[config.mk]
export PLATFORM = sky130hd
export DESIGN_NAME = hazard_ctrl
export DESIGN_NICKNAME = d
export VERILOG_FILES = /design/src/rtl/hazard_ctrl_pkg.sv /design/src/rtl/hazard_ctrl.sv
export SDC_FILE = /design/constraint.sdc
export NUM_CORES = 1
export LEC_CHECK = 0
export CELL_PAD_IN_SITES_DETAIL_PLACEMENT = 0
export CELL_PAD_IN_SITES_GLOBAL_PLACEMENT = 1
export CORE_MARGIN = 2
export CORE_UTILIZATION = 24
export CTS_BUF_LIST = sky130_fd_sc_hd__clkbuf_4 sky130_fd_sc_hd__clkbuf_8
export CTS_CLUSTER_SIZE = 8
export DETAILED_ROUTE_END_ITERATION = 10
export GPL_TIMING_DRIVEN = 0
export PLACE_DENSITY_LB_ADDON = 0.08
export REMOVE_ABC_BUFFERS = 1
export SLEW_MARGIN = 30
export SYNTH_ARGS = -nofsm -noshare
export SYNTH_HDL_FRONTEND = slang
export SYNTH_SLANG_ARGS = --single-unit
export TNS_END_PERCENT = 30
[constraint.sdc]
create_clock -name clk -period 1.6 [get_ports clk]
set_input_delay 0.16 -clock clk [delete_from_list [all_inputs] [get_ports clk]]
set_output_delay 0.16 -clock clk [all_outputs]
set_load 0.02 [all_outputs]
[src/rtl/hazard_ctrl_pkg.sv]
// hazard_ctrl_pkg: shared state encodings for the pipeline sequencing controller
package hazard_ctrl_pkg;
  typedef enum logic [1:0] {
    RUN     = 2'd0,
    MD_BUSY = 2'd1,
    MD_DONE = 2'd2
  } state_e;
endpackage

[src/rtl/hazard_ctrl.sv]
// hazard_ctrl: stall/flush sequencing for load-use, branches, mul/div and dmem waits
module hazard_ctrl
  import hazard_ctrl_pkg::*;
#(
  parameter int MD_LATENCY = 8
) (
  input  logic       clk,
  input  logic       rst,
  input  logic [4:0] ID_rs1,
  input  logic [4:0] ID_rs2,
  input  logic       ID_uses_rs1,
  input  logic       ID_uses_rs2,
  input  logic [4:0] EX_rd,
  input  logic       EX_memread,
  input  logic       EX_muldiv,
  input  logic       EX_branch_taken,
  input  logic       MEM_memaccess,
  input  logic       dmem_ready,
  output logic       pc_write,
  output logic       IF_ID_write,
  output logic       ID_EX_write,
  output logic       EX_MEM_write,
  output logic       IF_ID_flush,
  output logic       ID_EX_flush,
  output logic       EX_MEM_flush,
  output logic       MEM_WB_flush,
  output logic       md_start,
  output logic       busy
);
  localparam int CW = $clog2(MD_LATENCY);
  state_e        r_state, w_state_nxt;
  logic [CW-1:0] r_md_cnt, w_md_cnt_nxt;
  logic          w_dmem_wait, w_md_go, w_load_use;
  logic          w_ws, w_ms, w_ls, w_bf;
  assign w_dmem_wait = MEM_memaccess && !dmem_ready;
  assign w_md_go     = r_state == RUN && EX_muldiv;
  assign w_load_use  = EX_memread && EX_rd != 5'd0 &&
                       ((ID_uses_rs1 && ID_rs1 == EX_rd) || (ID_uses_rs2 && ID_rs2 == EX_rd));
  // Stall classes, mutually exclusive and already resolved by priority
  assign w_ws = !rst && w_dmem_wait;
  assign w_ms = !rst && !w_dmem_wait && (w_md_go || r_state == MD_BUSY);
  assign w_ls = !rst && !w_dmem_wait && !w_md_go && r_state == RUN && w_load_use && !EX_branch_taken;
  assign w_bf = !rst && !w_dmem_wait && r_state != MD_BUSY && !w_md_go && EX_branch_taken;
  assign pc_write     = rst || !(w_ws || w_ms || w_ls);
  assign IF_ID_write  = pc_write;
  assign ID_EX_write  = rst || !(w_ws || w_ms);
  assign EX_MEM_write = rst || !w_ws;
  assign IF_ID_flush  = rst || w_bf;
  assign ID_EX_flush  = rst || w_bf || w_ls;
  assign EX_MEM_flush = rst || w_ms;
  assign MEM_WB_flush = rst || w_ws;
  assign md_start     = !rst && !w_dmem_wait && w_md_go;
  assign busy         = w_ws || w_ms || w_ls;
  // Next state; the counter tracks the free-running unit even during dmem waits and parks at 0
  always_comb begin
    w_state_nxt  = r_state;
    w_md_cnt_nxt = r_md_cnt;
    if (r_state == MD_BUSY) begin
      w_md_cnt_nxt = (r_md_cnt == '0) ? r_md_cnt : r_md_cnt - 1'b1;
      w_state_nxt  = (!w_dmem_wait && r_md_cnt <= CW'(1)) ? MD_DONE : MD_BUSY;
    end else if (!w_dmem_wait && w_md_go) begin
      w_state_nxt  = MD_BUSY;
      w_md_cnt_nxt = CW'(MD_LATENCY - 1);
    end else if (!w_dmem_wait && r_state == MD_DONE) begin
      w_state_nxt  = RUN;
    end
  end
  // State and counter registers
  always_ff @(posedge clk) begin
    if (rst) begin
      r_state  <= RUN;
      r_md_cnt <= '0;
    end else begin
      r_state  <= w_state_nxt;
      r_md_cnt <= w_md_cnt_nxt;
    end
  end
endmodule

==> results.json, run 1 <==
{
  "htreeDepth": 1,
  "slew_headroom_pct": 75.4,
  "drt-initial-drc-count": 2,
  "grt_max_degree": 11,
  "route.detailed.drc": 0,
  "synth.area.top_cells": "dfxtp_1 (20%), xor2_1 (14%), ha_1 (7.3%)",
  "synth.most_common_cell": "xor2_1",
  "setup-tns-final_ns": 0,
  "clk_pin_slew_ns": 0.05,
  "cellPowerDensity_nw_per_um2": 654,
  "cap_violations": 0,
  "timing.fmax_mhz": 639,
  "postSynthCellCount": 65,
  "min_period_over_period_pct": 97.7,
  "syn_area_sq_um": 513,
  "grt.total_usage_pct": 12.2,
  "finalMaxSlewViolations": 0,
  "synth-simple-area-share_pct": 28.5,
  "hpwlAfterDp_um": 1190,
  "yosys_warnings": 0,
  "rsz0062_at_grt": "true",
  "postLayoutSetupSlackWorst_ns": 0.0363,
  "rows": 16,
  "ys.flop_type": "dfxtp_1",
  "final.min_clock_period_ns": 1.56,
  "cts.sink_count": 5,
  "numCtsBuffers": 3,
  "fp.dieW_um": 50.2,
  "ys_seq_area_share_pct": 19.5,
  "postCtsHoldBufs": 0,
  "dr.pass1.iters": 3,
  "cp_data_required_time_ns": 1.44,
  "area_delta_synth_final_pct": 83.9,
  "tightest_slew_ns": 0.370,
  "hold_class": "in -> reg",
  "die_h_um": 50.2,
  "setup_violations": 0,
  "start_util_pct": 25.9,
  "wire_per_inst_um": 11.4,
  "fin_util_pct": 47.6,
  "grt_pass1_wl_um": 2390,
  "pre_cts_slack_ns": -0.622,
  "synth_seq_cells": 5,
  "ios": 34,
  "synth_mux_area_share_pct": 0,
  "cts_buffer_depth": 2,
  "netlist.area_leader.share_pct": 19.5,
  "cp.arrival_ns": 1.40,
  "synth_area_leader_cell": "dfxtp_1",
  "via_count": 587,
  "core_sq_um": 1980,
  "grt_pass1_vias": 565,
  "place_congestion": 0.698,
  "synth_edf_count": 0,
  "skew_ns": 0.00478,
  "holdWs_ns": 0.419,
  "drive_gt1_share_pct": 33.0,
  "synth-xor-area-share_pct": 18.8,
  "status": "finished clean",
  "worstSetupPathType": "reg -> out",
  "design.die.area_sq_um": 2520,
  "antenna_found_initial": 0,
  "synthArstFlopShare_pct": 0,
  "cts_root_buf": "clkbuf_4",
  "crit_fanout": 3,
  "synthesis.area_per_instance_sq_um": 7.89,
  "antenna_cells": 0,
  "cts_tree": "yes",
  "synth-compound-area-share_pct": 20.0,
  "start_kind": "register",
  "synth_common_cells": "xor2_1 (8), nor2_1 (7), dfxtp_1 (5), inv_1 (5)",
  "leakage_nw": 0.430,
  "avgViaCountPerCell": 4.52,
  "cp-end-kind": "output port",
  "port_buffers": 33,
  "ir_drop_v": 0.000370,
  "drtAntennaViolNets": 0,
  "routed_wl_um": 1490,
  "synth_top_family_by_area": "simple AND/OR/NAND/NOR gates",
  "final_nets": 131,
  "hold_viol_final": 0,
  "gr-total-overflow": 0,
  "synthAdderAreaFrac_pct": 7.32,
  "synth_cell_types": 33,
  "worst_skew_pair.late_latency_ns": 0.25
}
-- metal layers --
metal  global-route usage, %  vias up  wire length (um)
li1                        -      303                 -
met1                    15.2      261               658
met2                    19.3       21               720
met3                    2.68        2                99
met4                    6.94        0                 8
met5                       0        -                 0
-- state kept, by name, indices dropped and copies added, names as in the netlist --
name and count:
r_md_cnt 3, r_state 2
-- cells in the final DEF, fill, tap and decap left out, types with 2 or more instances in the layout --
cell type        Yosys  final
o21bai_1             3      2
buf_6                0      2
nor2_1               7      5
a21o_1               2      2
dfxtp_4              0      2
xor2_1               8      8
nor3b_2              1      2
a21oi_1              3      3
inv_1                5      5
and2_4               0      2
dlygate4sd2_1        0     11
nor4_2               1      2
buf_4                1      5
clkdlybuf4s50_1      0      7
dlymetal6s2s_1       0      2
clkbuf_2             0      7
ha_1                 3      3
xnor2_1              3      3
clkbuf_4             0      4
dfxtp_1              5      3
-- layout make-up --
cell class                      instances  area [sq um]
Clock buffer                            4          30.0
Sequential cell                         5           108
Inverter                                5          18.8
Timing Repair Buffer                   36           308
Fill cell                             207          1040
Multi-Input combinational cell         53           445
Tap cell                               27          33.8
-- critical path, stage by stage, from the launching register on --
cell	delay (ns)
dfxtp_4	0.34
o21bai_4	0.16
and2_4	0.14
or2_4	0.25
o21a_1	0.14
buf_6	0.14
-- metrics by stage --
stage          std cells  area [sq um]  power [W]
2_1_floorplan         63           502   0.000303
3_3_place_gp         123           866   0.000433
3_5_place_dp         123           866   0.000435
4_1_cts              129           921   0.000605
5_1_grt              130           943   0.000663
6_report             130           943   0.000617
-- logic make-up (layout without fill, tap and decap cells) --
| family | Yosys count | after routing |
|---|---|---|
| buffers and inverters | 7 | 45 |
| AOI/OAI and AO/OA | 15 | 15 |
| adders and majority gates | 3 | 3 |
| xor gates and xnor gates | 11 | 11 |
| and+or+nand+nor | 24 | 24 |
| DFF | 5 | 5 |
-- path summary, 6_finish.rpt --
kind                       to  slack (ns)  depth (start not counted)         from
hold / removal     r_state[1]        0.42                          4   dmem_ready
setup reg to reg  r_md_cnt[1]        0.14                          6  r_md_cnt[0]
setup / recovery     pc_write        0.04                          5   r_state[1]
hold reg to reg    r_state[0]        0.55                          2   r_state[0]
-- power breakdown --
part,leakage (nW),switching [W],internal (W)
Combinational,0.369,0.000136,0.000151
Clock,0.0184,0.0000581,0.000112
Sequential,0.0428,0.0000175,0.000143
Total,0.430,0.000211,0.000405
-- timing repair --
item	4_1_cts	5_1_grt
pin swaps	5	15
gates cloned	0	0
setup endpoints to repair	10	7
hold endpoints to repair	0	0
gates resized for setup	54	25
setup buffers	2	1
(Power assumes the default switching activity.)
==> run 2: changes to the inputs <==
CORE_UTILIZATION = 23   (was 24)
CTS_BUF_LIST = sky130_fd_sc_hd__clkbuf_16   (was sky130_fd_sc_hd__clkbuf_4 sky130_fd_sc_hd__clkbuf_8)
==> results.json, run 2 (synthesis results as in run 1) <==
{
  "ir_drop_v": 0.00102,
  "timing.fmax_mhz": 641,
  "status": "finished clean",
  "cts_tree": "yes",
  "max_stage_delay_ns": 0.34,
  "postLayoutSetupSlackWorst_ns": 0.0392,
  "r2r_start": "r_md_cnt[0]",
  "top_register": "r_md_cnt",
  "routed_wl_um": 1490,
  "hold_class": "in -> reg",
  "wire_per_inst_um": 11.6,
  "regToRegEndpoint": "r_md_cnt[1]",
  "final_nets": 129,
  "slew_headroom_pct": 77.1,
  "drive_gt1_share_pct": 26.7,
  "cpLargestDelayFamily": "simple AND/OR/NAND/NOR gates",
  "largest_reg_flops": 3,
  "mostFrequentLayoutCell": "dlygate4sd2_1",
  "cellPowerDensity_nw_per_um2": 852,
  "area_delta_synth_final_pct": 92.9,
  "tightest_slew_ns": 0.344,
  "grt_pass1_wl_um": 2130,
  "critical_path.cell_chain": "o21bai_4 -> and2_4 -> or2_4 -> o21a_1 -> buf_6",
  "final.min_clock_period_ns": 1.56,
  "final.fill_count": 236,
  "leakage_nw": 0.450,
  "cp-end-kind": "output port",
  "postCtsHoldBufs": 0,
  "pre_cts_slack_ns": -0.684,
  "hold_path_depth": 4,
  "ios": 34,
  "ff2ff_setup_slack_ns": 0.14,
  "grt_pass1_vias": 524,
  "crit_buf_inv": 1,
  "cts.sink_count": 5,
  "switchingPower_w": 0.000233,
  "place_congestion": 0.669,
  "port_buffers": 33,
  "design.die.area_sq_um": 2620,
  "top_regs": "r_md_cnt: 3 flops, r_state: 2 flops",
  "die_h_um": 51.2,
  "holdPathEnd": "r_state[1]",
  "grt_max_degree": 11,
  "via_count": 578,
  "dr.pass1.iters": 4,
  "p_seq_share_pct": 19.1,
  "antenna_found_initial": 0,
  "drtAntennaViolNets": 0,
  "start_kind": "register",
  "route.detailed.drc": 0,
  "antenna_cells": 0,
  "skew_ns": 0.00310,
  "rr_worst_depth": 6,
  "crit_fanout": 3,
  "start_util_pct": 23.6,
  "post_dp_cell_area_sq_um": 867,
  "final_area_sq_um": 990,
  "core_sq_um": 2170,
  "gr-total-overflow": 0,
  "drt-initial-drc-count": 3,
  "power_w": 0.000843,
  "fp.dieW_um": 51.2,
  "hpwlAfterDp_um": 1160,
  "worstSetupPathType": "reg -> out",
  "power_frac_comb_pct": 33.5,
  "cp_data_required_time_ns": 1.44,
  "cts_root_buf": "clkbuf_16",
  "avgViaCountPerCell": 4.48,
  "clk_pin_slew_ns": 0.03,
  "grt.total_usage_pct": 10.6,
  "cap_violations": 0,
  "min_period_over_period_pct": 97.5,
  "worst_skew_pair.late_latency_ns": 0.22,
  "mostFrequentLayoutCells": "dlygate4sd2_1 (14), xor2_1 (7), inv_1 (6), nor2_1 (6), clkdlybuf4s50_1 (5)",
  "clkPwrFrac_pct": 47.4,
  "p_int_w": 0.000610,
  "rows": 17,
  "finalMaxSlewViolations": 0,
  "cts_buffer_depth": 2,
  "hold_viol_final": 0,
  "cp.arrival_ns": 1.40,
  "numCtsBuffers": 3,
  "switching_share_pct": 27.6,
  "hold_start": "dmem_ready",
  "rsz0062_at_grt": "false",
  "setup_violations": 0,
  "htreeDepth": 1,
  "slowest_stage": "dfxtp_4"
}
[run 2: per-layer routing]
layer | track usage (%) | vias to the layer above | routed length (um)
met1 | 11.7 | 259 | 592
met4 | 1.32 | 0 | 0
met3 | 4.97 | 0 | 134
met5 | 0 | - | 0
li1 | - | 299 | -
met2 | 19.0 | 20 | 766
[run 2: power groups by stage]
stage	clock, W	combinational, W	sequential [W]
6_report	0.000399	0.000283	0.000161
5_1_grt	0.000423	0.000307	0.000163
4_1_cts	0.000410	0.000258	0.000161
3_5_place_dp	0	0.000275	0.000162
3_3_place_gp	0	0.000274	0.000161
2_1_floorplan	0	0.000145	0.000157
[run 2: through the flow]
stage,TNS (ns),hold slack (ns),std cells,util (%)
floorplan,0,0.229,63,-
global placement,-4.14,0.523,124,40.0
detailed placement,-4.22,0.520,124,40.0
CTS,-0.0312,0.469,128,43.0
global route,0,0.371,129,45.6
finish,0,0.321,129,45.6
[run 2: what timing repair did]
| item | CTS | global route |
|---|---|---|
| endpoints found under the setup margin | 10 | 7 |
| pin swaps | 6 | 8 |
| gates resized for setup | 50 | 24 |
| setup buffers | 0 | 1 |
[run 2: worst max-delay path by stage]
| stage | from | endpoint | slack (ns) | depth (start not counted) |
|---|---|---|---|---|
| finish | r_state[1] | pc_write | 0.04 | 5 |
| global route | r_state[1] | IF_ID_write | 0.0004 | 5 |
| CTS | dmem_ready | IF_ID_write | -0.03 | 6 |
| detailed placement | EX_rd[2] | ID_EX_flush | -0.68 | 6 |
| global placement | EX_rd[2] | ID_EX_flush | -0.69 | 6 |
| floorplan | r_state[1] | IF_ID_write | 0.16 | 4 |
[run 2: worst reg2reg max path: stages, from the launching register on]
cell and delay (ns):
dfxtp_1 0.38, inv_1 0.08, ha_1 0.19, nor2b_1 0.14, nor3b_2 0.26, nor2_1 0.07, a221oi_1 0.24
[run 2: area by class of cell]
type,instances,area [sq um],area share [%]
inverters,5,18.8,1.90
flip-flops and latches,5,105,10.6
well taps,28,35.0,3.54
clock inverters,1,3.75,0.379
multi-input cells,53,447,45.1
clock buffers,3,75.1,7.59
repair buffers,34,305,30.8
